<file path="src/rtl/fx_bus_master.sv">
// fx register bus initiator: turns a host command byte stream into fx_wr/fx_rd strobes and read responses.
// Optional idle-byte timeout is compiled in with `define FX_TIMEOUT_EN.
module fx_bus_master #(
   parameter int RD_LAT  = 1,
   parameter int TIMEOUT = 1000
) (
   input  logic        clk_sys,
   input  logic        rst,
   input  logic [7:0]  rx_data,
   input  logic        rx_valid,
   output logic        rx_ready,
   output logic [7:0]  tx_data,
   output logic        tx_valid,
   input  logic        tx_ready,
   output logic [21:0] fx_waddr,
   output logic        fx_wr,
   output logic [7:0]  fx_data,
   output logic [21:0] fx_raddr,
   output logic        fx_rd,
   input  logic [7:0]  fx_q,
   output logic        busy,
   output logic        cmd_err
);

   typedef enum logic [3:0] {
      S_IDLE,
      S_ADDR2,
      S_ADDR1,
      S_ADDR0,
      S_CNT,
      S_WDATA,
      S_RD_ISSUE,
      S_RD_WAIT,
      S_RD_SEND
   } state_t;

   localparam logic [7:0] OP_WRITE = 8'h01;
   localparam logic [7:0] OP_READ  = 8'h02;
   localparam int         LAT_W    = (RD_LAT < 1) ? 1 : $clog2(RD_LAT + 1);

   state_t           state, state_next;
   logic [5:0]       dev_id;
   logic [15:0]      reg_addr;
   logic [8:0]       remaining;
   logic             op_read;
   logic [LAT_W-1:0] lat_cnt;

   logic accept, handshake;
   logic bad_op, do_write, do_issue, capture, timeout_hit;

   function automatic logic takes_bytes(input state_t s);
      return (s == S_IDLE) || (s == S_ADDR2) || (s == S_ADDR1) ||
             (s == S_ADDR0) || (s == S_CNT) || (s == S_WDATA);
   endfunction

   assign accept    = rx_valid & rx_ready;
   assign handshake = tx_valid & tx_ready;
   assign busy      = (state != S_IDLE);

`ifdef FX_TIMEOUT_EN
   localparam int TO_W = $clog2(TIMEOUT + 1);

   logic [TO_W-1:0] idle_cnt;
   logic            in_packet;

   assign in_packet   = takes_bytes(state) && (state != S_IDLE);
   // Fires on the TIMEOUT-th consecutive cycle without an accepted byte.
   assign timeout_hit = in_packet && !accept && (idle_cnt == TO_W'(TIMEOUT - 1));

   always_ff @(posedge clk_sys) begin
      if (rst || !in_packet || accept || timeout_hit)
         idle_cnt <= '0;
      else
         idle_cnt <= idle_cnt + 1'b1;
   end
`else
   assign timeout_hit = 1'b0;
`endif

   always_ff @(posedge clk_sys) begin
      if (rst)
         state <= S_IDLE;
      else
         state <= state_next;
   end

   // NOTE: every signal driven here gets a default first, so no path leaves it unassigned and no latch is inferred.
   always_comb begin
      state_next = state;
      bad_op     = 1'b0;
      do_write   = 1'b0;
      do_issue   = 1'b0;
      capture    = 1'b0;
      case (state)
         S_IDLE:
            if (accept) begin
               if (rx_data == OP_WRITE || rx_data == OP_READ)
                  state_next = S_ADDR2;
               else
                  bad_op = 1'b1;
            end
         S_ADDR2:    if (accept) state_next = S_ADDR1;
         S_ADDR1:    if (accept) state_next = S_ADDR0;
         S_ADDR0:    if (accept) state_next = S_CNT;
         S_CNT:      if (accept) state_next = op_read ? S_RD_ISSUE : S_WDATA;
         S_WDATA:
            if (accept) begin
               do_write = 1'b1;
               if (remaining == 9'd1)
                  state_next = S_IDLE;
            end
         S_RD_ISSUE: begin
            do_issue   = 1'b1;
            state_next = S_RD_WAIT;
         end
         S_RD_WAIT:
            if (lat_cnt == LAT_W'(RD_LAT)) begin
               capture    = 1'b1;
               state_next = S_RD_SEND;
            end
         S_RD_SEND:
            if (handshake)
               state_next = (remaining == 9'd0) ? S_IDLE : S_RD_ISSUE;
         default:    state_next = S_IDLE;
      endcase
      if (timeout_hit)
         state_next = S_IDLE;
   end

   // NOTE: sequential state uses non-blocking assignments so every register samples pre-edge values.
   always_ff @(posedge clk_sys) begin
      if (rst) begin
         rx_ready  <= 1'b0;
         tx_data   <= '0;
         tx_valid  <= 1'b0;
         fx_waddr  <= '0;
         fx_wr     <= 1'b0;
         fx_data   <= '0;
         fx_raddr  <= '0;
         fx_rd     <= 1'b0;
         cmd_err   <= 1'b0;
         dev_id    <= '0;
         reg_addr  <= '0;
         remaining <= '0;
         op_read   <= 1'b0;
         lat_cnt   <= '0;
      end else begin
         fx_wr    <= do_write;
         fx_rd    <= do_issue;
         cmd_err  <= bad_op | timeout_hit;
         rx_ready <= takes_bytes(state_next);

         if (accept) begin
            case (state)
               S_IDLE:  op_read         <= (rx_data == OP_READ);
               S_ADDR2: dev_id          <= rx_data[5:0];
               S_ADDR1: reg_addr[15:8]  <= rx_data;
               S_ADDR0: reg_addr[7:0]   <= rx_data;
               // A count byte of zero encodes 256 transfers.
               S_CNT:   remaining       <= {rx_data == 8'h00, rx_data};
               default: ;
            endcase
         end

         if (do_write) begin
            fx_waddr  <= {dev_id, reg_addr};
            fx_data   <= rx_data;
            reg_addr  <= reg_addr + 16'd1;
            remaining <= remaining - 9'd1;
         end

         if (do_issue) begin
            fx_raddr  <= {dev_id, reg_addr};
            reg_addr  <= reg_addr + 16'd1;
            remaining <= remaining - 9'd1;
            lat_cnt   <= '0;
         end else if (state == S_RD_WAIT) begin
            lat_cnt <= lat_cnt + 1'b1;
         end

         if (capture) begin
            tx_data  <= fx_q;
            tx_valid <= 1'b1;
         end else if (handshake) begin
            tx_valid <= 1'b0;
         end
      end
   end

endmodule

</file>
<file path="config.mk">
export PLATFORM = sky130hd
export DESIGN_NAME = fx_bus_master
export DESIGN_NICKNAME = d
export VERILOG_FILES = /design/src/rtl/fx_bus_master.sv
export SDC_FILE = /design/constraint.sdc
export NUM_CORES = 1
export LEC_CHECK = 0
export CORE_AREA = 2 2 117 119
export CTS_CLUSTER_DIAMETER = 80
export DETAILED_ROUTE_END_ITERATION = 16
export DIE_AREA = 0 0 119 121
export SYNTH_ARGS = -nofsm -noshare
export SYNTH_HDL_FRONTEND = slang
export SYNTH_SLANG_ARGS = --single-unit
</file>
<file path="constraint.sdc">
create_clock -name clk_sys -period 3.6 [get_ports clk_sys]
set_input_delay 0.72 -clock clk_sys [delete_from_list [all_inputs] [get_ports clk_sys]]
set_output_delay 0.72 -clock clk_sys [all_outputs]
set_load 0.02 [all_outputs]
</file>
==> run summary, run 1 <==
number of global-route vias before repair = 3,931
multiplexer share of the synthesized area = 0.250%
slowest CP cell = or4_1
main combinational cell family by area after synthesis = simple AND/OR/NAND/NOR gates
routed vias/inst = 5.18
Buf/Inv on CP = 1
CP required = 2880 ps
I/O Buffers = 85
Final Net Count = 670
Die ar. = 14,400 sq um
Final Hold Fails = 0
met1 wire length = 5960 um
crit path time final = 2680 ps
Setup TNS = 0 ps
unrepaired setup endpoints after global routing = false
worst-margin pin slew = 881 ps
share of cells above drive strength 1 = 5.39%
worst hold stages = 2
gr usage total = 17.0%
worst endpoint data arrival time = 1960 ps
Reg-to-Reg End = fx_raddr[10]
total gr overflow = 0
detailed placer's ending HPWL = 8370 um
worst relative slew slack = 41.1%
io pins = 86
later-pin clock latency in the skew report = 340 ps
critical path fanouts, max = 13
Die Y = 121 um
Post-synth EDFFs = 0
Initial DRC Count = 395
Reg area = 2040 sq um
HP Class = reg2reg
GPL Wtd Cong = 0.831
length of routed met2 wiring = 5640 um
highest clock rate = 374 MHz
fillcell total = 1,296
Post-Syn Area = 4500 sq um
mean post-synth cell area = 7.74 sq um
syn nets = 605
most frequent cells in the layout = nand2_1 (154), dfxtp_1 (102), a21oi_1 (96)
CP max stage delay = 610 ps
Longest Clk Path Bufs = 2
Hold Startpoint = fx_waddr[9]
crit-path cells = or4_1 -> clkdlybuf4s50_1
initial antenna violation count = 0
max-slew violations = 0
ys async rst share = 0%
Residual DRC = 0
CTS H-tree lvls = 3
# placed instances = 811
final setup vio count = 0
Synth Area in Compound Gates = 22.0%
TritonRoute pass-1 iters = 5
Place WS = 782 ps
delay-heaviest family, CP = simple AND/OR/NAND/NOR gates
met3 wire length = 442 um
kind of critical path = reg2out
Pleak = 0.00184 uW
fin crit share = 74.4%
CP Launch Type = register
R2R Path Start = state[2]
postcts setup bufs = 0
max_cap viols = 0
hold_ws = 451 ps
Routed WL = 12,200 um
post-synthesis simple-gate area fraction = 25.9%
Post-synth top flop = dfxtp_1
Seq/Total Area, Yosys = 45.4%
Reg clk slew, reported paths = 60 ps
Top Metal Used = met4
Synth Area in Adders = 1.11%
Synth Instances = 581
hold_buf cts = 0
Routed Antenna Nets = 0
Distinct cells, synth = 54
cell area after layout = 5730 sq um
register bit total from synthesis = 102
CTS buffer count = 9
first-pass GRT wire length = 20,000 um
setup slack, reg-to-reg = 1320 ps
Hold EP = fx_waddr[9]
footprint of the multi-input gates = 2230 sq um
PwrDens = 380 nW/um^2
clock skew = 6.55 ps
Antenna diodes = 0
status = complete, no violations
# resized after CTS = 0
Layout Cells excl Fill = 825
Starting Density = 34.4%
most common cell after layout, fill and taps aside = nand2_1
FP Rows = 42
synth warn = 0
DP Area = 5440 sq um
Final Worst Setup Slack = 923 ps
clock sinks = 102
area delta synth->final = 27.5%
critical path endpoint category = output port
worst reg2reg path depth = 4
largest net degree at the start of global routing = 44
worst vdd ir = 0.195 mV
TritonCTS clock tree = built
Routed WL per cell = 14.8 um
Root Buffer = clkbuf_16
DR vias = 4,274
core area = 13,100 sq um
Post-Synth XOR/XNOR Area = 0.195%
die width = 119 um
## registers in the layout (all words and copies together) (netlist names), 4 cells and up
signal     flops
fx_raddr      22
tx_data        8
dev_id         6
remaining      9
fx_waddr      22
fx_data        8
state          4
reg_addr      16
## routing by layer
metal | track usage, % | up-vias
met1 | 23.3 | 2037
met2 | 27.5 | 88
met3 | 2.68 | 11
li1 | - | 2138
met5 | 0 | -
met4 | 5.58 | 0
## final cells by class
| cell class | count | area share, % |
|---|---|---|
| Multi-Input combinational cell | 429 | 38.8 |
| Sequential cell | 102 | 35.6 |
| Timing Repair Buffer | 93 | 15.8 |
| Clock buffer | 11 | 4.41 |
| Tap cell | 176 | 3.84 |
| Clock inverter | 3 | 0.786 |
| Inverter | 11 | 0.720 |
## synth_stat cells, types with 2 or more instances
cell / instances / share of area, %
nand2_1: 154 / 13
dfxtp_1: 102 / 45
a21oi_1: 96 / 11
nor2_1: 31 / 2.6
clkbuf_1: 24 / 2.0
o21ai_0: 20 / 2.2
nand3_1: 12 / 1.3
inv_1: 11 / 0.92
buf_2: 8 / 0.89
nand2b_1: 8 / 1.1
o32ai_1: 8 / 1.6
nand4_1: 7 / 0.97
a21boi_0: 6 / 1.0
a31oi_1: 6 / 0.83
nor3_1: 6 / 0.67
a21o_1: 5 / 0.83
a211oi_1: 4 / 0.67
and2_1: 4 / 0.56
and3_1: 4 / 0.56
ha_1: 4 / 1.1
nor4_1: 4 / 0.56
or3_1: 4 / 0.56
a311oi_1: 3 / 0.58
buf_4: 3 / 0.50
buf_6: 3 / 0.75
nand3b_1: 3 / 0.50
nor2b_1: 3 / 0.42
o21a_1: 3 / 0.50
a21oi_2: 2 / 0.39
a22oi_1: 2 / 0.33
and4b_1: 2 / 0.45
nand4b_1: 2 / 0.39
nor3b_1: 2 / 0.33
o21ai_1: 2 / 0.22
o22ai_1: 2 / 0.28
or2_2: 2 / 0.28
or4_1: 2 / 0.33
## power by group
part           internal, uW  switching [uW]
logic                  29.5            45.2
clock network           569             404
registers              1130            1.30
total                  1730             451
## how the worst max path moves through the flow
stage	start	to	slack, ps	cells after the start
final	state[2]	busy	920	2
after global routing	state[0]	busy	860	2
after CTS	state[3]	busy	940	2
after detailed placement	rx_valid	reg_addr[12]	780	7
after global placement	rx_valid	reg_addr[12]	810	7
after floorplan	rx_valid	remaining[2]	1760	7
## per-stage QoR
step	utilization, %	total power [uW]
2_1_floorplan	-	1190
3_3_place_gp	41.5	1230
3_5_place_dp	41.5	1230
4_1_cts	43.8	2200
5_1_grt	43.8	2260
6_report	43.8	2180
## cell families after synthesis
kind of cell               count (synthesis)
AOI/OAI and AO/OA                        167
xor gates and xnor gates                   1
adders and majority gates                  4
muxes                                      1
buffers and inverters                     50
and+or+nand+nor                          256
DFF                                      102
## worst min-delay path: stages (launching register included)
cell and delay, ps:
dfxtp_1 310, nand2_1 50, a21oi_1 50
Power figures use the tool's default switching activity.
==> inputs of run 2 (changes only) <==
==> constraint.sdc (replaced) <==
create_clock -name clk_sys -period 2.4 [get_ports clk_sys]
set_input_delay 0.48 -clock clk_sys [delete_from_list [all_inputs] [get_ports clk_sys]]
set_output_delay 0.48 -clock clk_sys [all_outputs]
set_load 0.02 [all_outputs]
==> run summary, run 2 (synthesized netlist as in run 1, its figures left out) <==
highest clock rate = 428 MHz
Residual DRC = 0 (unchanged)
biggest regs = fx_raddr (22), fx_waddr (22), reg_addr (16)
Antenna diodes = 0 (unchanged)
CTS H-tree lvls = 3 (unchanged)
Final Net Count = 689 (+2.8%)
HP Class = reg2reg
GPL Wtd Cong = 0.884 (+6.4%)
share of cells above drive strength 1 = 8.36% (+3.0 points)
largest net degree at the start of global routing = 101 (+130%)
# resized after CTS = 0 (unchanged)
Root Buffer = clkbuf_16
gr usage total = 17.5% (+0.50 points)
CTS buffer count = 9 (unchanged)
I/O Buffers = 85 (unchanged)
footprint of the multi-input gates = 2230 sq um (unchanged)
die width = 119 um (unchanged)
Die Y = 121 um (unchanged)
CP required = 1920 ps (-960 ps)
unrepaired setup endpoints after global routing = false
DR vias = 4,382 (+2.5%)
core area = 13,100 sq um (unchanged)
critical path fanouts, max = 8 (-5)
fin crit share = 97.2%
Starting Density = 34.4% (unchanged)
status = complete, no violations
max_cap viols = 0 (unchanged)
detailed placer's ending HPWL = 8620 um (+3.0%)
hold_ws = 454 ps (+2.36 ps)
first-pass GRT wire length = 20,200 um (+1.2%)
most frequent cells in the layout = nand2_1 (154), dfxtp_1 (102), a21oi_1 (96)
critical path endpoint category = output port
Longest Clk Path Bufs = 2 (unchanged)
most common cell after layout, fill and taps aside = nand2_1
CP Launch Type = register
cell area after layout = 5890 sq um (+2.7%)
number of global-route vias before repair = 3,936 (+0.13%)
routed vias/inst = 5.18 (about the same)
kind of critical path = reg2out
Routed WL per cell = 14.8 um (about the same)
Reg clk slew, reported paths = 70 ps (about the same)
TritonRoute pass-1 iters = 5 (unchanged)
postcts setup bufs = 0 (unchanged)
Routed Antenna Nets = 0 (unchanged)
worst vdd ir = 0.279 mV (+43%)
later-pin clock latency in the skew report = 350 ps (about the same)
max-slew violations = 0 (unchanged)
Reg area = 2040 sq um (unchanged)
area delta synth->final = 31.0%
PwrDens = 558 nW/um^2 (+47%)
clock skew = 5.75 ps (-0.803 ps)
initial antenna violation count = 0 (unchanged)
Routed WL = 12,500 um (+2.6%)
DP Area = 5590 sq um (+2.9%)
total gr overflow = 0 (unchanged)
FP Rows = 42 (unchanged)
Setup TNS = 0 ps (unchanged)
Die ar. = 14,400 sq um (unchanged)
worst-margin pin slew = 646 ps (-235 ps)
clock sinks = 102 (unchanged)
Initial DRC Count = 365 (-7.6%)
TritonCTS clock tree = built
crit path time final = 2330 ps
Pleak = 0.00194 uW (+5.3%)
hold_buf cts = 0 (unchanged)
worst endpoint data arrival time = 1850 ps (-110 ps)
io pins = 86 (unchanged)
fillcell total = 1,284 (-0.93%)
Final Hold Fails = 0 (unchanged)
final setup vio count = 0 (unchanged)
worst relative slew slack = 56.8% (+16 points)
==> run 2: changes by cell type in the layout (fill, tap and decap cells not counted) <==
cell,change
clkbuf_8,-2
clkinvlp_4,+1
buf_4,+18
inv_8,+1
clkinv_2,+2
buf_12,+1
==> run 2: per-stage QoR <==
step / cells / setup WS (ps) / total power (uW) / utilization [%]
after global routing: 846 / 5.23 / 3400 / 45.0
final: 846 / 66.2 / 3290 / 45.0
after floorplan: 581 / 786 / 1780 / -
after global placement: 830 / 40.5 / 1850 / 42.7
after detailed placement: 830 / 27.7 / 1850 / 42.7
after CTS: 846 / 44.7 / 3330 / 45.0
==> run 2: where the power goes <==
group          switching, uW  internal, uW
sequential              1.70          1690
clock                    660           811
combinational           69.2          50.0
==> run 2: critical path, cell delays in order (launching register included) <==
cell	delay (ps)
dfxtp_1	370
or4_1	570
clkdlybuf4s50_1	560
==> run 2: layout make-up <==
type | instances | share of cell area, %
Sequential cell | 102 | 34.7
Clock buffer | 9 | 3.82
Multi-Input combinational cell | 429 | 37.8
Clock inverter | 7 | 1.25
Timing Repair Buffer | 112 | 18.0
Inverter | 11 | 0.701
Tap cell | 176 | 3.74
==> run 2: layer usage <==
metal,GRT usage (%),up-vias,routed length (um)
li1,-,2181,-
met1,23.2,2059,5830
met2,28.2,126,5780
met3,2.58,16,627
met4,8.18,0,244
met5,0,-,0
==> run 2: worst paths after layout <==
check / startpoint / endpoint / slack (ps) / cells past startpoint
hold reg to reg: fx_data[4] / fx_data[4] / 450 / 2
hold / removal: fx_data[4] / fx_data[4] / 450 / 2
setup reg to reg: state[1] / reg_addr[8] / 390 / 6
setup / recovery: state[2] / busy / 70 / 2
